### src/rtl/wm8731_cfg_sequencer.sv
// WM8731 power-up sequencer: writes 11 codec registers as I2C packets and polls busy after each.
// 3 cycles per entry unstalled (done at start+33); m_waitrequest holds the request with address/data stable.
module wm8731_cfg_sequencer #(
  parameter logic [15:0] TIMEOUT = 16'd1000
) (
  input  logic        Clk,
  input  logic        Rst_n,
  input  logic        start,
  output logic        busy,
  output logic        done,
  output logic        error,
  output logic [3:0]  index,
  output logic        m_read,
  output logic        m_write,
  output logic        m_chipselect,
  output logic [2:0]  m_address,
  output logic [31:0] m_writedata,
  input  logic [31:0] m_readdata,
  input  logic        m_waitrequest
);
  localparam logic [2:0] ADDR_I2C = 3'd0;
  localparam logic [7:0] CMD_BYTE = 8'h01;
  localparam int         BUSY_BIT = 31;
  localparam logic [3:0] LAST_IDX = 4'd10;

  typedef enum logic [2:0] {S_IDLE, S_WR, S_RD, S_CHK, S_DONE, S_ERR} state_t;

  state_t      r_state;
  state_t      w_next;
  logic [3:0]  r_index;
  logic [15:0] r_poll_cnt;
  logic        r_busy_bit;
  logic        w_accept;
  logic [15:0] w_poll_inc;
  logic [23:0] w_packet;
  logic        w_unused_rd;

  assign w_accept    = start && (r_state == S_IDLE || r_state == S_DONE || r_state == S_ERR);
  assign w_poll_inc  = (r_poll_cnt == 16'hFFFF) ? r_poll_cnt : r_poll_cnt + 16'd1;
  assign w_unused_rd = &{1'b0, m_readdata[30:0]};
  assign index       = r_index;

  // Packet = {device addr 0x34, reg[6:0], data[8:0]}; R15 reset goes first, R9 activate last.
  always_comb begin
    case (r_index)
      4'd0:    w_packet = 24'h341E00;
      4'd1:    w_packet = 24'h340017;
      4'd2:    w_packet = 24'h340217;
      4'd3:    w_packet = 24'h340479;
      4'd4:    w_packet = 24'h340679;
      4'd5:    w_packet = 24'h340812;
      4'd6:    w_packet = 24'h340A00;
      4'd7:    w_packet = 24'h340C00;
      4'd8:    w_packet = 24'h340E02;
      4'd9:    w_packet = 24'h341000;
      4'd10:   w_packet = 24'h341201;
      default: w_packet = 24'h000000;
    endcase
  end

  always_ff @(posedge Clk or negedge Rst_n) begin
    if (!Rst_n) begin
      r_state <= S_IDLE;
    end else begin
      r_state <= w_next;
    end
  end

  always_comb begin
    w_next = r_state;
    case (r_state)
      S_IDLE, S_DONE, S_ERR: if (w_accept) w_next = S_WR;
      S_WR:  if (!m_waitrequest) w_next = S_RD;
      S_RD:  if (!m_waitrequest) w_next = S_CHK;
      S_CHK: begin
        if (!r_busy_bit) begin
          w_next = (r_index == LAST_IDX) ? S_DONE : S_WR;
        end else begin
          w_next = (w_poll_inc >= TIMEOUT) ? S_ERR : S_RD;
        end
      end
      default: w_next = S_IDLE;
    endcase
  end

  always_comb begin
    busy         = (r_state == S_WR) || (r_state == S_RD) || (r_state == S_CHK);
    done         = (r_state == S_DONE);
    error        = (r_state == S_ERR);
    m_write      = (r_state == S_WR);
    m_read       = (r_state == S_RD);
    m_chipselect = m_write || m_read;
    m_address    = m_chipselect ? ADDR_I2C : 3'd0;
    m_writedata  = m_write ? {CMD_BYTE, w_packet} : 32'd0;
  end

  always_ff @(posedge Clk or negedge Rst_n) begin
    if (!Rst_n) begin
      r_index    <= 4'd0;
      r_poll_cnt <= 16'd0;
      r_busy_bit <= 1'b0;
    end else if (w_accept) begin
      r_index    <= 4'd0;
      r_poll_cnt <= 16'd0;
      r_busy_bit <= 1'b0;
    end else if (r_state == S_RD && !m_waitrequest) begin
      r_busy_bit <= m_readdata[BUSY_BIT];
    end else if (r_state == S_CHK) begin
      if (!r_busy_bit) begin
        r_poll_cnt <= 16'd0;
        if (r_index != LAST_IDX) r_index <= r_index + 4'd1;
      end else begin
        r_poll_cnt <= w_poll_inc;
      end
    end
  end
endmodule

### config.mk
export PLATFORM = sky130hd
export DESIGN_NAME = wm8731_cfg_sequencer
export DESIGN_NICKNAME = d
export VERILOG_FILES = /design/src/rtl/wm8731_cfg_sequencer.sv
export SDC_FILE = /design/constraint.sdc
export NUM_CORES = 1
export LEC_CHECK = 0
export ABC_AREA = 1
export BUFFER_PORTS_ARGS = -buffer_cell sky130_fd_sc_hd__buf_2
export CAP_MARGIN = 0
export CORE_MARGIN = 5
export CORE_UTILIZATION = 49
export DETAILED_ROUTE_END_ITERATION = 7
export PLACE_DENSITY = 0.81
export REMOVE_ABC_BUFFERS = 1
export SLEW_MARGIN = 20
export SYNTH_ARGS = -nofsm -noshare
export SYNTH_HDL_FRONTEND = slang
export SYNTH_SLANG_ARGS = --single-unit
### constraint.sdc
create_clock -name Clk -period 2.3 [get_ports Clk]
set_input_delay 0.46 -clock Clk [delete_from_list [all_inputs] [get_ports Clk]]
set_output_delay 0.46 -clock Clk [all_outputs]
set_load 0.05 [all_outputs]
Word level (Yosys, flattened, before mapping)
Memory sizes are Yosys's and may differ from the RTL's.
Index checks and enable logic that the tools add are counted.
W data, S select, Z words.

word-level totals
  register bits = 24
  bits in read-only memories = 224
  output and inout port bits = 45
  memories = 1

memories
  name             words  width  rd ports  clocked after Yosys merged registers in  wr ports  RTL line  source
  (no name shown)  16     14     1         0                                        0         45        case (r_index)

cells by class
  add/sub/neg operators = 2
  order comparisons = 1
  equal/unequal tests = 13
  multiplexer cells = 20
  reduce and logical (&&, ||, !) cells = 15

operators by type and width
  kind                     count
  $mux W16                 5
  $mux W25                 1
  $mux W4                  5
  $mux W3                  6
  $add A16 B1 Y16 const B  1
  $eq A16 B16 Y1 const B   1
  $ge A16 B10 Y1 const B   1
  $pmux W3 S4              1
  $ne A2 B2 Y1 const B     4
  $eq A3 B2 Y1 const B     2
  $eq A3 B3 Y1 const B     2
  $reduce_bool A2 Y1       3
  $add A4 B1 Y4 const B    1
  $eq A4 B4 Y1 const B     1
  $logic_or A1 B1 Y1       4
  $ne A4 B4 Y1 const B     1
  $reduce_and A4 Y1        1
  $eq A3 B1 Y1 const B     1
  $logic_not A3 Y1         1
  $reduce_and A3 Y1        1
  $reduce_or A3 Y1         1
  $logic_and A1 B1 Y1      2
  $mux W1                  2
  $ne A2 B1 Y1 const B     1
  other kinds (2)          2

Logic depth before layout (Yosys ltp)
Gate-level depths: netlist (run 1).

  word-level depth = 6
  gate-level depth with buffers = 16
  mapped depth without buffers = 16

Least setup slack after synthesis (run 1)
No wires, ideal clock.

  kind = register -> output
  from = reg r_state[2]
  to = out m_writedata[5]
  arrival = 3174 ps
  required time = 1840 ps
  path slack = -1334 ps
  cell stages (with the launch flop) = 7
  buffers on the path = 1
  cell sequence = dfrtp_1 inv_1 nand2_1 nor2_1 nand2_1 a211oi_1 buf_4

on the way
  cells in the longest elaborated chain, start to end = 2

RTL lines
  element                   RTL line  source
  start: declaration        28        state_t r_state;
  start signal: assignment  65        r_state <= w_next;
  $eq A3 B1 Y1              90        m_write = (r_state == S_WR);
  net m_write               14        output logic m_write,
  $mux W25                  94        m_writedata = m_write ? {CMD_BYTE, w_packet} : 32'd0;
  end: declaration          17        output logic [31:0] m_writedata,

The timed path passes the listed nets, and every way through them passes these cells.

Worst setup path after layout (run 1)
  from = reg r_index[0] (netlist: index[0])
  to = out m_writedata[12]

on the way
  cells in the longest elaborated chain, start to end = 2

RTL lines
  element                   RTL line  source
  start: declaration        30        logic [3:0] r_index;
  start signal: assignment  111       if (r_index != LAST_IDX) r_index <= r_index + 4'd1;
  $mem_v2 Z16 W14           n/a
  $mux W25                  94

Every way passes these cells.

==> results of run 1 <==
layout make-up:
cell class,instances,share of cell area
clock inverters,1,0.0138
repair buffers,34,0.0933
clock buffers,3,0.0190
flip-flops and latches,24,0.277
multi-input cells,212,0.499
well taps,50,0.0288
inverters,40,0.0691
worst paths after layout:
path                                                    to  slack (ns)                 startpoint  cells past startpoint
worst max-delay path                       m_writedata[12]        0.05       index[0]$_DFFE_PN0P_                      7
worst min-delay path            r_poll_cnt[12]$_DFFE_PN0P_        0.15                      Rst_n                      1
worst max register to register      r_state[0]$_DFFE_PN0P_        0.27  r_poll_cnt[0]$_DFFE_PN0P_                     15
worst min register to register      r_state[0]$_DFFE_PN0P_        0.58     r_state[0]$_DFFE_PN0P_                      2
max in group asynchronous        r_poll_cnt[0]$_DFFE_PN0P_        1.75                      Rst_n                      1
min in group Clk                    r_state[1]$_DFFE_PN0P_        0.42              m_waitrequest                      3
cells in the mapped netlist (all sizes together):
library cell / instances
a211oi: 2
a21boi: 1
a21o: 2
a21oi: 12
a32o: 4
and3: 1
buf: 27
clkbuf: 2
conb: 1
dfrtp: 24
ha: 6
inv: 40
nand2: 57
nand3: 26
nand3b: 1
nand4: 3
nor2: 42
nor3: 3
o21ai: 17
o21bai: 1
o22ai: 5
xor2: 9
power breakdown:
part	total [mW]	switching, mW	internal (mW)
combinational	1.95	1.50	0.453
sequential	0.577	0.0790	0.498
clock	0.389	0.156	0.233
total	2.91	1.73	1.18
cells by family (layout without fill, tap and decap cells):
| logic type | after synthesis | in the layout | synth area share |
|---|---|---|---|
| AO/OA/AOI/OAI | 44 | 44 | 0.136 |
| adder cells (fa/ha/maj) | 6 | 6 | 0.0384 |
| other | 1 | 20 | 0.00192 |
| buffers and inverters | 69 | 78 | 0.187 |
| flip-flops | 24 | 24 | 0.307 |
| XOR/XNOR | 9 | 9 | 0.0403 |
| AND/OR/NAND/NOR | 133 | 133 | 0.290 |
worst max-delay path: cells and delay by family (launching register included):
family / cells / cell delay [ns]
buffers and inverters: 4 / 0.47
flip-flops: 1 / 0.37
AO/OA/AOI/OAI: 1 / 0.24
AND/OR/NAND/NOR: 1 / 0.13
adder cells (fa/ha/maj): 1 / 0.30
sequential cells by signal (all words and copies together), names as in the netlist:
| register | cells |
|---|---|
| r_poll_cnt | 16 |
| r_state | 3 |
| index | 4 |
| r_busy_bit | 1 |
stage by stage:
step	hold WS (ns)	cells	instance area (µm²)	power, mW
finish	0.153	364	2170	2.91
global route	0.202	364	2170	3.10
CTS	0.173	364	2150	2.87
detailed placement	0.478	358	2040	2.43
global placement	0.468	358	2040	2.40
floorplan	0.164	276	1810	2.01
timing repair:
item / CTS / global route
gates cloned: 0 / 0
buffers inserted: 2 / 0
resized for setup: 6 / 12
endpoints found under the setup margin: 7 / 11
layer usage:
metal,up-vias,GRT usage
met5,-,0
met4,0,0.0389
met3,8,0.0399
met2,71,0.319
met1,843,0.223
li1,932,-
==> reports/metrics.csv, run 1 <==
metric;value;unit
multi_input_area;1080;µm²
grt_pass1_vias;1817;
cts_buffer_depth;2;
grt.overflow.total;0;
final_cell_mix;55 x nand2_1, 40 x inv_1, 35 x nor2_1;
period_share;0.980;
clock-sinks;24;
core;3940;µm²
rsz0062_at_grt;yes;
viasPerCell;5.09;
synth_cells;286;
tns;0;ns
dp_slack;0.165;ns
slew_headroom;0.636;
arrival;1.79;ns
setup_slack;0.0459;ns
drt_iter0_drc;141;
drc_errors;0;
rows;23;
synthTopCellsByArea;dfrtp_1 31%, nand2_1 11%, buf_4 9.6%;
cts_tree;built;
floorplan.initialDensity;0.496;
clk_pin_slew_worst_paths;0.09;ns
cts_made_buffers;3;
ir_drop;1.25;mV
layout_commonest_cell;nand2_1;
syn-cell-area;1960;µm²
seq_area;602;µm²
max-cap-violations;0;
fin_crit;2.25;ns
hpwl;3.40;mm
wl;4.60;mm
dr_wl_met2;2.26;mm
setup_violations;0;
routedWlPerCell;12.6;µm
crit_slowest_cell;dfrtp_1;
cp-start-kind;flip-flop;
yosysWarnings;0;
critPathMostFrequentCell;inv_1;
netlist.area_leader.share;0.307;
antenna_found_initial;0;
critPathKind;reg2out;
die-width;73.2;µm
crit_chain;inv_1 -> ha_1 -> inv_1 -> nor2_1 -> inv_1 -> a211oi_1 -> buf_4;
fp.dieH;73.2;µm
grt_max_degree;25;
leakage;1.17;nW
portBuffers;29;
hold_violations;0;
diodes;0;
ys_ff_latch;24;
fin_util;0.551;
grt.total_usage;0.180;
dr_wl_met3;299;µm
powerDensity;1340;nW/µm²
highest_layer;met4;
cp_slowest_stage_delay;0.37;ns
syn_area_per_cell;6.84;µm²
drv_slew;0;
cp-end-kind;output port;
cts.htree.levels;1;
cts-root-buf;clkbuf_8;
place.gp.congestion;0.914;
io_pins;81;
nFillCells;367;
met1Wirelength;1.99;mm
finClkSkew;0.00222;ns
final_nets;357;
ys_seq_area_frac;0.307;
ys_types;29;
crit_required;1.84;ns
fmax;444;MHz
vias;1854;
drive_above_1_share;0.166;
yosys.area.top_type;dfrtp_1;
drt-pass1-iter-count;4;
status;complete, no violations;
insertion_delay;0.28;ns
die_area;5360;µm²
hold_class;in2async;
area.growth.synth_to_final;11.1;%
crit_fanout;4;
postCtsHoldBufs;0;
drtAntennaViolNets;0;
grt_pass1_wl;7.80;mm
tightest_slew;0.546;ns
(Power assumes the default switching activity.)
==> run 2, diff against run 1 <==
--- a/config.mk
+++ b/config.mk
@@ -8,7 +8,6 @@
 export ABC_AREA = 1
 export BUFFER_PORTS_ARGS = -buffer_cell sky130_fd_sc_hd__buf_2
 export CAP_MARGIN = 0
-export CORE_MARGIN = 5
 export CORE_UTILIZATION = 49
 export DETAILED_ROUTE_END_ITERATION = 7
 export PLACE_DENSITY = 0.81
==> constraint.sdc (replaced) <==
create_clock -name Clk -period 2.3 [get_ports Clk]
set_input_delay 0.345 -clock Clk [delete_from_list [all_inputs] [get_ports Clk]]
set_output_delay 0.345 -clock Clk [all_outputs]
set_load 0.05 [all_outputs]
==> reports/metrics.csv, run 2 (synthesized netlist as in run 1, its figures left out) <==
metric;value;unit;change
status;complete, no violations;;
drv_slew;0;;unchanged
crit_chain;inv_1 -> ha_1 -> inv_1 -> nor2_1 -> nor3_1 -> nor2_1 -> nor2_1 -> buf_2;;
period_share;0.942;;-0.0377
regMostFlops;r_poll_cnt;;
hold_class;in2async;;
drive_above_1_share;0.154;;-0.0113
final_nets;354;;-0.84%
r2r_start;r_poll_cnt[0]$_DFFE_PN0P_;;
largest_register_ffs;16;;unchanged
tightest_slew;0.555;ns;+0.00868 ns
grt_pass1_vias;1705;;-6.2%
crit_start;index[0]$_DFFE_PN0P_;;
drt_iter0_drc;93;;-34%
crit_required;1.96;ns;+0.12 ns
cts-root-buf;clkbuf_8;;
leakage;1.15;nW;-1.2%
drc_errors;0;;unchanged
area.growth.synth_to_final;8.95;%;
layout_commonest_cell;nand2_1;;
portBuffers;29;;unchanged
io_pins;81;;unchanged
die_area;4250;µm²;-21%
final_cell_mix;55 x nand2_1, 40 x inv_1, 35 x nor2_1;;
wl;4.12;mm;-10%
power;2.83;mW;-3.0%
crit_slowest_cell;dfrtp_1;;
rsz0062_at_grt;yes;;
hpwl;3.14;mm;-7.5%
postCtsHoldBufs;0;;unchanged
max-cap-violations;0;;unchanged
cp-end-kind;output port;;
ir_drop;1.36;mV;+8.8%
cts.htree.levels;1;;unchanged
setup_violations;0;;unchanged
grt_pass1_wl;7.05;mm;-9.6%
cts_buffer_depth;2;;unchanged
floorplan.initialDensity;0.523;;+0.0264
slew_headroom;0.630;;-0.00579
critPathMostFrequentCell;nor2_1;;
drtAntennaViolNets;0;;unchanged
setup_slack;0.133;ns;+0.0868 ns
antenna_found_initial;0;;unchanged
cts_tree;built;;
viasPerCell;5.07;;-0.41%
routedWlPerCell;11.5;µm;-9.1%
core;3740;µm²;-5.0%
grt.total_usage;0.211;;+0.0303
insertion_delay;0.28;ns;about the same
place.gp.congestion;0.897;;-1.8%
fmax;461;MHz;+4.0%
critPathKind;reg2out;;
grt_max_degree;25;;unchanged
diodes;0;;unchanged
dp_slack;0.181;ns;+0.0159 ns
finClkSkew;0.0153;ns;+0.0131 ns
fp.dieH;65.2;µm;-11%
die-width;65.2;µm;-11%
rows;22;;-4.3%
grt.overflow.total;0;;unchanged
hold_violations;0;;unchanged
clock-sinks;24;;unchanged
arrival;1.82;ns;+0.03 ns
fin_crit;2.17;ns;-0.0868 ns
final_cells;359;;-1.4%
powerDensity;1330;nW/µm²;-1.1%
drt-pass1-iter-count;4;;unchanged
clk_pin_slew_worst_paths;0.10;ns;about the same
cp-start-kind;flip-flop;;
vias;1821;;-1.8%
crit_fanout;5;;+1
cts_made_buffers;3;;unchanged
dp.cells;355;;-0.84%
cp_slowest_stage_delay;0.43;ns;+0.06 ns
run 2: cell types whose count changed in the layout (fill, tap and decap cells not counted):
cell / before / now
nor2_4: 1 / 0
dfrtp_1: 23 / 24
buf_4: 11 / 5
dfrtp_2: 1 / 0
buf_2: 21 / 25
nor2_2: 6 / 7
clkbuf_4: 2 / 1
run 2: area by class of cell:
type                            count  area, µm²
Fill cell                         362       1610
Multi-Input combinational cell    212       1080
Sequential cell                    24        601
Timing Repair Buffer               31        170
Inverter                           40        150
Tap cell                           48       60.1
Clock buffer                        3       41.3
Clock inverter                      1       30.0
run 2: critical path, delay by kind of cell (launching register included):
kind	cells	cell delay [ns]
adder cells (fa/ha/maj)	1	0.24
buffers and inverters	3	0.43
flip-flops	1	0.43
AND/OR/NAND/NOR	4	0.45
run 2: final timing paths:
kind	endpoint	slack, ns	depth (start not counted)
min in group Clk	r_state[1]$_DFFE_PN0P_	0.31	3
max	m_writedata[0]	0.13	8
min	r_poll_cnt[2]$_DFFE_PN0P_	0.04	1
max reg2reg	r_state[0]$_DFFE_PN0P_	0.25	14
min reg2reg	r_state[0]$_DFFE_PN0P_	0.58	2
max in group asynchronous	r_busy_bit$_DFFE_PN0P_	1.88	1
run 2: per-stage QoR:
step / hold WS, ns / TNS, ns / util / cell area (µm²)
5_1_grt: 0.0905 / -0.0141 / 0.570 / 2130
3_3_place_gp: 0.362 / 0 / 0.543 / 2030
4_1_cts: 0.0636 / 0 / 0.562 / 2100
3_5_place_dp: 0.370 / 0 / 0.543 / 2030
2_1_floorplan: 0.0494 / -28.90 / - / 1810
6_report: 0.0429 / 0 / 0.570 / 2130
run 2: where the power goes:
| part | internal (mW) | leakage [nW] | switching, mW | total, mW |
|---|---|---|---|---|
| registers | 0.496 | 0.324 | 0.109 | 0.605 |
| logic | 0.414 | 0.795 | 1.43 | 1.85 |
| clock network | 0.233 | 0.0357 | 0.146 | 0.379 |
run 2: layer usage:
metal / vias up / track usage / part of all wire
li1: 925 / - / -
met1: 817 / 0.260 / 0.46
met2: 71 / 0.367 / 0.46
met3: 8 / 0.0243 / 0.064
met4: 0 / 0.0897 / 0.018
met5: - / 0 / 0
run 2: timing repair:
action / CTS / global route
setup buffers: 0 / 0
endpoints found under the setup margin: 0 / 10
gates resized for setup: 0 / 13
==> run 3, diff against run 2 <==
--- a/config.mk
+++ b/config.mk
@@ -8,9 +8,9 @@
 export ABC_AREA = 1
 export BUFFER_PORTS_ARGS = -buffer_cell sky130_fd_sc_hd__buf_2
 export CAP_MARGIN = 0
-export CORE_UTILIZATION = 49
+export CORE_UTILIZATION = 36
+export CTS_BUF_LIST = sky130_fd_sc_hd__clkbuf_4
 export DETAILED_ROUTE_END_ITERATION = 7
-export PLACE_DENSITY = 0.81
 export REMOVE_ABC_BUFFERS = 1
 export SLEW_MARGIN = 20
 export SYNTH_ARGS = -nofsm -noshare
==> reports/metrics.csv, run 3 (synthesized netlist as in run 1, its figures left out) <==
metric;value;unit;change
r2r_slack;0.28;ns;+0.03 ns
drtAntennaViolNets;0;;unchanged
crit_required;1.96;ns;about the same
cts_tree;built;;
fp.dieH;75.7;µm;+16%
crit_chain;buf_4 -> ha_1 -> inv_1 -> ha_1 -> nor2_1 -> nor2_1 -> buf_2;;
fin_util;0.420;;-0.150
cp-end-kind;output port;;
drt-pass1-iter-count;4;;unchanged
drt_iter0_drc;97;;+4.3%
io_pins;81;;unchanged
nFillCells;584;;+61%
critPathKind;reg2out;;
drv_slew;0;;unchanged
leakage;1.14;nW;-1.0%
cp-start-kind;flip-flop;;
powerDensity;1260;nW/µm²;-5.3%
max-cap-violations;0;;unchanged
grt_max_degree;25;;unchanged
crit_fanout;3;;-2
cp.buffers_inverters;3;;unchanged
r2r_cells;15;;+1
power;2.73;mW;-3.5%
routedWlPerCell;11.4;µm;-1.1%
grt.total_usage;0.167;;-0.0433
antenna_found_initial;0;;unchanged
die_area;5730;µm²;+35%
cts_made_buffers;3;;unchanged
cp_slowest_stage_delay;0.44;ns;about the same
vias;1855;;+1.9%
ir_drop;1.09;mV;-20%
arrival;1.83;ns;about the same
r2r_start;r_poll_cnt[1]$_DFFE_PN0P_;;
core;5170;µm²;+38%
final_cell_area;2170;µm²;+1.8%
floorplan.initialDensity;0.378;;-0.144
finClkSkew;0.00828;ns;-0.00700 ns
final_cells;385;;+7.2%
grt_pass1_wl;7.33;mm;+3.9%
wl;4.37;mm;+6.1%
slew_headroom;0.634;;+0.00434
fin_crit;2.17;ns;+0.00553 ns
die-width;75.7;µm;+16%
dp_slack;0.268;ns;+0.0875 ns
cts-root-buf;clkbuf_4;;
cp.depth;7;;-1
dpl_cell_area;2080;µm²;+2.1%
largest_register_ffs;16;;unchanged
layout_commonest_cell;nand2_1;;
hold_violations;24;;+24
rows;26;;+18%
clk_pin_slew_worst_paths;0.14;ns;+0.04 ns
grt_pass1_vias;1628;;-4.5%
tns;0;ns;unchanged
portBuffers;29;;unchanged
hold_class;in2async;;
worst_path_dominant_cell_family;buffers and inverters;;
grt.overflow.total;0;;unchanged
setup_violations;0;;unchanged
final_cell_mix;55 x nand2_1, 40 x inv_1, 34 x nor2_1;;
violations;negative hold slack;;
crit_slowest_cell;dfrtp_2;;
drive_above_1_share;0.178;;+0.0234
viasPerCell;4.82;;-5.0%
cts_buffer_depth;2;;unchanged
hold_slack;-0.0226;ns;-0.0654 ns
diodes;0;;unchanged
clock-sinks;24;;unchanged
cts.htree.levels;1;;unchanged
period_share;0.945;;+0.00240
final_nets;359;;+1.4%
tightest_slew;0.549;ns;-0.00652 ns
insertion_delay;0.33;ns;+0.05 ns
place.gp.congestion;0.891;;-0.71%
dp.cells;379;;+6.8%
fmax;460;MHz;-0.25%
regMostFlops;r_poll_cnt;;
status;complete, but fails checks;;
area.growth.synth_to_final;10.9;%;
hpwl;3.32;mm;+5.5%
drc_errors;0;;unchanged
timing.rr.end;r_state[0]$_DFFE_PN0P_;;
setup_slack;0.127;ns;-0.00553 ns
## run 3: cell count changes in the layout (fill, tap and decap cells not counted), moves of 3 or more
cell and change:
buf_2 -4, clkbuf_4 +6, clkbuf_8 -3, buf_4 +5
## run 3: timing repair
action                                  in CTS  in global routing
endpoints found under the setup margin       4                 14
gates resized for setup                      2                 19
cloned                                       0                  0
hold buffers                                 0                  0
buffers inserted                             0                  3
## run 3: worst register-to-register path, delay by kind of cell, from the launching register on
family                   cells  cell delay [ns]
AND/OR/NAND/NOR             12             1.09
adder cells (fa/ha/maj)      1             0.27
flip-flops                   1             0.44
buffers and inverters        2             0.17
## run 3: report_power, final
group / total [mW] / switching (mW) / internal [mW]
Clock: 0.195 / 0.134 / 0.0616
Combinational: 1.94 / 1.47 / 0.469
Sequential: 0.591 / 0.0934 / 0.498
Total: 2.73 / 1.70 / 1.03
## run 3: how the worst max path moves through the flow
stage                                   start                      to  slack [ns]
finish                   index[0]$_DFFE_PN0P_         m_writedata[18]        0.13
floorplan              r_state[2]$_DFFE_PN0P_          m_writedata[3]       -3.47
detailed placement  r_poll_cnt[1]$_DFFE_PN0P_  r_state[0]$_DFFE_PN0P_        0.27
global route             index[0]$_DFFE_PN0P_          m_writedata[1]      -0.002
CTS                    r_state[2]$_DFFE_PN0P_          m_writedata[3]       -0.05
global placement    r_poll_cnt[1]$_DFFE_PN0P_  r_state[0]$_DFFE_PN0P_        0.27
## run 3: cell type report
cell class	instances	area [µm²]	share of cell area
Sequential cell	24	602	0.277
Tap cell	70	87.6	0.0403
Multi-Input combinational cell	212	1090	0.501
Inverter	40	150	0.0692
Timing Repair Buffer	36	221	0.102
Clock buffer	3	22.5	0.0104
## run 3: layer usage
metal / track usage / vias up / wire length [µm]
li1: - / 935 / -
met1: 0.225 / 849 / 2090
met2: 0.276 / 62 / 1990
met3: 0.0225 / 9 / 219
met4: 0.0597 / 0 / 76
met5: 0 / - / 0
